### src/rtl/p1v_reset_ctrl_pkg.sv
// Shared definitions for the p1v reset sequencer: FSM state encodings, reset cause codes,
// and the saturating reset counter helper.
package p1v_reset_ctrl_pkg;

  typedef enum logic [1:0] {
    ST_HOLD = 2'd0,
    ST_RUN  = 2'd1,
    ST_DEB  = 2'd2
  } state_e;

  typedef enum logic [1:0] {
    RST_POR = 2'd0,
    RST_EXT = 2'd1,
    RST_SW  = 2'd2,
    RST_BRK = 2'd3
  } cause_e;

  localparam logic [7:0] RST_COUNT_MAX = 8'hFF;

  function automatic logic [7:0] sat_inc8(input logic [7:0] v);
    return (v == RST_COUNT_MAX) ? v : v + 8'd1;
  endfunction

endpackage

### src/rtl/p1v_reset_ctrl_if.sv
// Reset source inputs and reset/status outputs of the p1v reset sequencer.
// master drives the pads and soft request; slave is the sequencer itself.
interface p1v_reset_ctrl_if;
  logic       ext_resn;
  logic       rx_pin;
  logic       sw_rst_req;
  logic       p1v_resn;
  logic       rst_busy;
  logic [1:0] rst_cause;
  logic [7:0] rst_count;

  modport master (
    output ext_resn, rx_pin, sw_rst_req,
    input  p1v_resn, rst_busy, rst_cause, rst_count
  );

  modport slave (
    input  ext_resn, rx_pin, sw_rst_req,
    output p1v_resn, rst_busy, rst_cause, rst_count
  );
endinterface

### src/rtl/p1v_reset_ctrl_sync.sv
// STAGES-deep synchroniser for an asynchronous pad; resets to 1 (pad idle level).
// Latency: STAGES clock edges.
module p1v_sync #(
  parameter int STAGES = 2
) (
  input  logic clk_i,
  input  logic rst_i,
  input  logic d_i,
  output logic q_o
);

  logic [STAGES-1:0] sync_q;

  always_ff @(posedge clk_i or posedge rst_i) begin
    if (rst_i) begin
      sync_q <= '1;
    end else begin
      sync_q <= {sync_q[STAGES-2:0], d_i};
    end
  end

  assign q_o = sync_q[STAGES-1];

endmodule

### src/rtl/p1v_reset_ctrl.sv
// p1v core reset sequencer: debounced pad reset, soft reset, min hold time, cause/count report.
// Optional serial BREAK reset source enabled by defining BREAK_RESET_EN.
module p1v_reset_ctrl
  import p1v_reset_ctrl_pkg::*;
#(
  parameter int unsigned SYNC_STAGES  = 2,
  parameter int unsigned DEBOUNCE_CYC = 160000,
  parameter int unsigned HOLD_CYC     = 160000,
  parameter int unsigned BREAK_CYC    = 16000000,
  parameter int unsigned CNT_W        = 24
) (
  input  logic            clock_160,
  input  logic            reset,
  p1v_reset_ctrl_if.slave rst_if
);

  localparam logic [CNT_W-1:0] HOLD_LAST = CNT_W'(HOLD_CYC - 1);
  localparam logic [CNT_W-1:0] DEB_LAST  = CNT_W'(DEBOUNCE_CYC - 1);

  logic ext_s;
  logic rx_s;

  state_e           state_q, state_d;
  logic [CNT_W-1:0] cnt_q, cnt_d;
  cause_e           cause_q, cause_d;
  logic [7:0]       count_q, count_d;
  logic             p1v_resn_q, p1v_resn_d;
  logic             rst_busy_q, rst_busy_d;

  logic   hold_src;
  logic   brk_hit;
  logic   enter_hold;
  cause_e hold_cause;

  p1v_sync #(.STAGES(SYNC_STAGES)) u_sync_ext (
    .clk_i (clock_160),
    .rst_i (reset),
    .d_i   (rst_if.ext_resn),
    .q_o   (ext_s)
  );

  p1v_sync #(.STAGES(SYNC_STAGES)) u_sync_rx (
    .clk_i (clock_160),
    .rst_i (reset),
    .d_i   (rst_if.rx_pin),
    .q_o   (rx_s)
  );

`ifdef BREAK_RESET_EN
  localparam logic [CNT_W-1:0] BRK_LAST = CNT_W'(BREAK_CYC - 1);

  logic [CNT_W-1:0] brk_cnt_q, brk_cnt_d;
  logic             brk_active;

  // Only counts while the core is running; HOLD waits for rx to go idle instead.
  assign brk_active = (state_q == ST_RUN) || (state_q == ST_DEB);
  assign brk_hit    = brk_active && !rx_s && (brk_cnt_q == BRK_LAST);
  assign brk_cnt_d  = (brk_active && !rx_s && !brk_hit) ? brk_cnt_q + CNT_W'(1) : '0;
  assign hold_src   = !ext_s || rst_if.sw_rst_req || !rx_s;

  always_ff @(posedge clock_160 or posedge reset) begin
    if (reset) begin
      brk_cnt_q <= '0;
    end else begin
      brk_cnt_q <= brk_cnt_d;
    end
  end
`else
  logic rx_unused;

  assign rx_unused = rx_s;
  assign brk_hit   = 1'b0;
  assign hold_src  = !ext_s || rst_if.sw_rst_req;
`endif

  always_ff @(posedge clock_160 or posedge reset) begin
    if (reset) begin
      state_q    <= ST_HOLD;
      cnt_q      <= '0;
      cause_q    <= RST_POR;
      count_q    <= '0;
      p1v_resn_q <= 1'b0;
      rst_busy_q <= 1'b1;
    end else begin
      state_q    <= state_d;
      cnt_q      <= cnt_d;
      cause_q    <= cause_d;
      count_q    <= count_d;
      p1v_resn_q <= p1v_resn_d;
      rst_busy_q <= rst_busy_d;
    end
  end

  always_comb begin
    state_d    = state_q;
    cnt_d      = cnt_q;
    cause_d    = cause_q;
    count_d    = count_q;
    enter_hold = 1'b0;
    hold_cause = RST_SW;
    unique case (state_q)
      ST_HOLD: begin
        // Any active source restarts the hold window; cause is left as latched.
        if (hold_src) begin
          cnt_d = '0;
        end else if (cnt_q == HOLD_LAST) begin
          state_d = ST_RUN;
          cnt_d   = '0;
        end else begin
          cnt_d = cnt_q + CNT_W'(1);
        end
      end
      ST_RUN: begin
        if (rst_if.sw_rst_req) begin
          enter_hold = 1'b1;
          hold_cause = RST_SW;
        end else if (!ext_s) begin
          state_d = ST_DEB;
          cnt_d   = CNT_W'(1);
        end else if (brk_hit) begin
          enter_hold = 1'b1;
          hold_cause = RST_BRK;
        end
      end
      ST_DEB: begin
        if (rst_if.sw_rst_req) begin
          enter_hold = 1'b1;
          hold_cause = RST_SW;
        end else if (ext_s) begin
          state_d = ST_RUN;
          cnt_d   = '0;
          if (brk_hit) begin
            enter_hold = 1'b1;
            hold_cause = RST_BRK;
          end
        end else if (cnt_q == DEB_LAST) begin
          enter_hold = 1'b1;
          hold_cause = RST_EXT;
        end else if (brk_hit) begin
          enter_hold = 1'b1;
          hold_cause = RST_BRK;
        end else begin
          cnt_d = cnt_q + CNT_W'(1);
        end
      end
      default: begin
        state_d = ST_HOLD;
        cnt_d   = '0;
      end
    endcase
    if (enter_hold) begin
      state_d = ST_HOLD;
      cnt_d   = '0;
      cause_d = hold_cause;
      count_d = sat_inc8(count_q);
    end
  end

  always_comb begin
    p1v_resn_d = (state_d != ST_HOLD);
    rst_busy_d = (state_d == ST_HOLD);
  end

  assign rst_if.p1v_resn  = p1v_resn_q;
  assign rst_if.rst_busy  = rst_busy_q;
  assign rst_if.rst_cause = cause_q;
  assign rst_if.rst_count = count_q;

endmodule

### src/flat_wrapper.sv
// flat-port wrapper written by rule: the top's interface ports become plain ports
module p1v_reset_ctrl_flat import p1v_reset_ctrl_pkg::*;
#(
  parameter int unsigned SYNC_STAGES  = 2,
  parameter int unsigned DEBOUNCE_CYC = 160000,
  parameter int unsigned HOLD_CYC     = 160000,
  parameter int unsigned BREAK_CYC    = 16000000,
  parameter int unsigned CNT_W        = 24
)
  (clock_160, reset, rst_if_ext_resn, rst_if_rx_pin, rst_if_sw_rst_req, rst_if_p1v_resn, rst_if_rst_busy, rst_if_rst_cause, rst_if_rst_count);
  p1v_reset_ctrl_if rst_if_i ();
  input  logic clock_160;
  input  logic reset;
  input wire logic [$bits(rst_if_i.ext_resn)-1:0] rst_if_ext_resn;
  input wire logic [$bits(rst_if_i.rx_pin)-1:0] rst_if_rx_pin;
  input wire logic [$bits(rst_if_i.sw_rst_req)-1:0] rst_if_sw_rst_req;
  output wire logic [$bits(rst_if_i.p1v_resn)-1:0] rst_if_p1v_resn;
  output wire logic [$bits(rst_if_i.rst_busy)-1:0] rst_if_rst_busy;
  output wire logic [$bits(rst_if_i.rst_cause)-1:0] rst_if_rst_cause;
  output wire logic [$bits(rst_if_i.rst_count)-1:0] rst_if_rst_count;
  assign rst_if_i.ext_resn = rst_if_ext_resn;
  assign rst_if_i.rx_pin = rst_if_rx_pin;
  assign rst_if_i.sw_rst_req = rst_if_sw_rst_req;
  assign rst_if_p1v_resn = rst_if_i.p1v_resn;
  assign rst_if_rst_busy = rst_if_i.rst_busy;
  assign rst_if_rst_cause = rst_if_i.rst_cause;
  assign rst_if_rst_count = rst_if_i.rst_count;
  p1v_reset_ctrl #(.SYNC_STAGES(SYNC_STAGES), .DEBOUNCE_CYC(DEBOUNCE_CYC), .HOLD_CYC(HOLD_CYC), .BREAK_CYC(BREAK_CYC), .CNT_W(CNT_W)) u_core (.clock_160(clock_160), .reset(reset), .rst_if(rst_if_i));
endmodule
### config.mk
export PLATFORM = sky130hd
export DESIGN_NAME = p1v_reset_ctrl_flat
export DESIGN_NICKNAME = d
export VERILOG_FILES = /design/src/rtl/p1v_reset_ctrl_pkg.sv /design/src/rtl/p1v_reset_ctrl_if.sv /design/src/rtl/p1v_reset_ctrl_sync.sv /design/src/rtl/p1v_reset_ctrl.sv /design/src/flat_wrapper.sv
export SDC_FILE = /design/constraint.sdc
export NUM_CORES = 1
export LEC_CHECK = 0
export CAP_MARGIN = 15
export CORE_MARGIN = 2
export CORE_UTILIZATION = 25
export DETAILED_ROUTE_END_ITERATION = 12
export PLACE_DENSITY = 0.52
export SLEW_MARGIN = 20
export SYNTH_ARGS = -nofsm -noshare
export SYNTH_HDL_FRONTEND = slang
export SYNTH_SLANG_ARGS = --single-unit
### constraint.sdc
create_clock -name clock_160 -period 5 [get_ports clock_160]
set_input_delay 0.5 -clock clock_160 [delete_from_list [all_inputs] [get_ports clock_160]]
set_output_delay 0.5 -clock clock_160 [all_outputs]
set_load 0.03 [all_outputs]
==> summary.md <==
| Metric | Value |
|---|---|
| Status | finished, final reports clean |
| Final Net Count | ~280 |
| Area of the multi-input gates | 0.00116 sq mm |
| Period Utilization, post-route | 0.526 |
| Global-route wire length before repair | between 8000 and 9000 microns |
| Vias in the first global route | ~1.7k |
| Worst vdd ir | between 0.00007 and 0.00008 V |
| Syn nets | roughly 260 |
| Fin. max-slew vios | 0 |
| # rows | 34 |
| Core ar. | about 0.0087 sq mm |
| RR Startpoint | u_core.cnt_q[0]$_DFFE_PP0P_ |
| Synth Warn # | 0 |
| Cell Area, Placed | ~0.0025 sq mm |
| TritonCTS Buffers | 5 |
| PD cells | roughly 240 mW/mm^2 |
| Die area | around 0.01 sq mm |
| Mapped Area | ~0.0022 sq mm |
| Antenna viol nets, final | 0 |
| Vias per cell | roughly 5 |
| Most common cell in the synthesized netlist | dfrtp_1 |
| Antenna violations before repair | 0 |
| Layout cell share with drive strength beyond 1 | 0.0861 |
| Count of different cell masters after synthesis | 48 |
| Total track usage | 0.107 |
| Setup Total Neg Slack | 0 ns |
| DR WL/cell | 13.2 microns |
| First-pass iteration count of the detailed router | 4 |
| Number of max-cap violations | 0 |
| Fillcell total | ~900 |
| Fin cells | 375 |
| Inserted Diodes | 0 |
| GPL Wtd Cong | between 0.7 and 0.8 |
| Power, Total | around 0.65 mW |
| Period minus WS final | roughly 2.6 ns |
| Max-Slew Margin vs Limit | 0.485 |
| Maximum clock rate | around 380 MHz |
| Hold Buf Count CTS | 0 |
| Slew @ Worst Pin | 0.773 ns |
| Synth area leader | dfrtp_1 |
| Worst-path fanout max | 20 |
| Most common library cells after synthesis | dfrtp_1 (37), nand2_1 (33), nand3_1 (20) |
| Post-Place Cells | 367 |
| Starting Density | 0.257 |
| # clock sinks | 40 |
| Hold path depth | 0 |
| Reg clk slew, reported paths | roughly 0.080 ns |
| Clock Tree Buf Depth | 2 |
| Reg-to-Reg End | u_core.cnt_q[21]$_DFFE_PP0P_ |
| Initial drt markers | around 90 |
| Total routed wirelength | approximately 5000 microns |
| Final Worst Setup Slack | 2.37 ns |
| RSZ-0062 raised after global routing | no |
| Placement Setup Slack | around 2.3 ns |
| Main synth FF type | dfrtp_1 |
| Skew final | about 0.0058 ns |
| Flops & latches, synth | 40 |
| Worst hold endpoint | u_core.u_sync_ext.sync_q[1]$_DFF_PP1_ |
| Register area | 0.00100 sq mm |
| WP data arrival | between 2 and 3 ns |
| Synthesized area per cell | 9.12 sq um |
| Die Width | around 99 microns |
| CP Launch Type | flop |
| Root buffer cell | clkbuf_8 |
| Design Area, Final | around 0.0027 sq mm |
| HPWL reported at the end of detailed placement | ~3400 microns |
| WHS | 0.359 ns |
| Crit end category | flop |
| Worst EP required | 5.18 ns |
| GRT overflow | 0 |
| Clock Latency Late Sink | ~0.3 ns |
| Largest net degree at the start of global routing | just over 40 |
| Reg2reg setup slack | 2.37 ns |
| Sequential share of the synthesized area | 0.448 |
| Final core utilization | 0.305 |
| Area grow syn2layout | 18.5% |
| Vias | between 1.5k and 2k |
| FF-to-FF path depth | 7 |
| H-tree depth | 2 |
| Async SR Flop Fraction | 1.00 |
| Synth area leaders | dfrtp_1 (41%), nand2_1 (5.5%), nand3_1 (4.5%) |
| I/O pin count | 17 |
| Fin. Hold Viols | 0 |
| Post-CTS resize count | 0 |
| CTS tree | done |
| PortBufs | 15 |
| Synth top area share | 0.412 |
| WS Path Type | flop to flop |
| Final Setup Violations | 0 |
| Setup bufs post-CTS | 0 |
| Number of synthesized flops with an enable pin | 0 |
| P_leak | approximately 1.0 nW |
| Chip Height | ~100 microns |
| Residual DRC | 0 |
| Synthesized instance count | roughly 250 |
| Worst min-delay path category | flop to flop |
| HP Start | u_core.u_sync_ext.sync_q[0]$_DFF_PP1_ |
[worst max-delay path, stage by stage, from the launching register on]
cell and delay, ns:
dfrtp_1 0.41, ha_1 0.23, nand4_1 0.12, or4_1 0.57, o31ai_1 0.26, a32o_1 0.67
nand2_1 0.10, o311ai_0 0.13
[registers in the layout, summed over array words and instances (netlist names)]
| name | flops |
|---|---|
| u_core.cnt_q | 24 |
| u_core.rst_if.rst_count | 8 |
| u_core.rst_if.rst_cause | 2 |
| u_core.state_q | 2 |
| u_core.u_sync_ext.sync_q | 2 |
| u_core.rst_if.p1v_resn | 1 |
| u_core.rst_if.rst_busy | 1 |
[how the worst max path moves through the flow]
stage	startpoint	endpoint	slack [ns]	depth (start not counted)
6_report	u_core.cnt_q[0]$_DFFE_PP0P_	u_core.cnt_q[21]$_DFFE_PP0P_	2.37	7
5_1_grt	u_core.cnt_q[0]$_DFFE_PP0P_	u_core.cnt_q[23]$_DFFE_PP0P_	2.04	7
4_1_cts	u_core.cnt_q[0]$_DFFE_PP0P_	u_core.cnt_q[23]$_DFFE_PP0P_	2.33	7
3_5_place_dp	u_core.cnt_q[0]$_DFFE_PP0P_	u_core.cnt_q[23]$_DFFE_PP0P_	2.34	7
3_3_place_gp	rst_if_sw_rst_req	u_core.cnt_q[1]$_DFFE_PP0P_	2.34	5
2_1_floorplan	u_core.cnt_q[0]$_DFFE_PP0P_	u_core.rst_if.rst_count[6]$_DFFE_PP0P_	2.69	8
[kinds of logic after synthesis]
group / Yosys count / share of synthesized area
compound gates: 56 / 0.178
xor+xnor: 6 / 0.0234
fa+ha+maj: 6 / 0.0334
buf+inv: 21 / 0.0357
flops: 40 / 0.448
mux: 4 / 0.0206
simple gates: 113 / 0.261
[report_power, final]
group	switching (mW)	internal (mW)	leakage, nW
Clock	0.117	0.176	0.0645
Sequential	0.00198	0.326	0.537
Combinational	0.0185	0.00963	0.404
[layer usage]
metal  share of wire  GRT usage
met1            0.53      0.152
met2            0.43      0.159
met3           0.019     0.0213
met4           0.020     0.0443
met5               0          0
[layout make-up]
class	count	area share
multi-input cells	185	0.436
flip-flops and latches	40	0.378
repair buffers	18	0.0649
well taps	108	0.0508
clock buffers	7	0.0362
inverters	16	0.0226
clock inverters	1	0.0113
[placed cells by master (no fill, tap or decap), types with 2 or more instances in the layout]
| master | netlist | routed |
|---|---|---|
| inv_1 | 16 | 16 |
| clkdlybuf4s50_1 | 0 | 15 |
| nand3b_1 | 2 | 2 |
| o21a_1 | 2 | 2 |
| ha_1 | 6 | 6 |
| nand2b_1 | 2 | 2 |
| o311ai_0 | 4 | 4 |
| a211oi_1 | 2 | 2 |
| dfstp_2 | 3 | 3 |
| a21oi_1 | 14 | 14 |
| and4_1 | 2 | 2 |
| nor3_1 | 6 | 6 |
| nand2_1 | 33 | 33 |
| dfrtp_1 | 37 | 37 |
| and3_1 | 6 | 6 |
| nand3_1 | 20 | 20 |
| mux2i_1 | 2 | 2 |
| o22ai_1 | 3 | 3 |
| buf_4 | 0 | 3 |
| xnor2_1 | 5 | 5 |
| nor2_1 | 12 | 12 |
| clkbuf_8 | 0 | 7 |
| or3_1 | 9 | 9 |
| nand4_1 | 10 | 10 |
| o21ai_0 | 14 | 14 |
| nor4_1 | 2 | 2 |
| o211ai_1 | 5 | 5 |
| or4_1 | 3 | 3 |
Power figures use the tool's default switching activity.
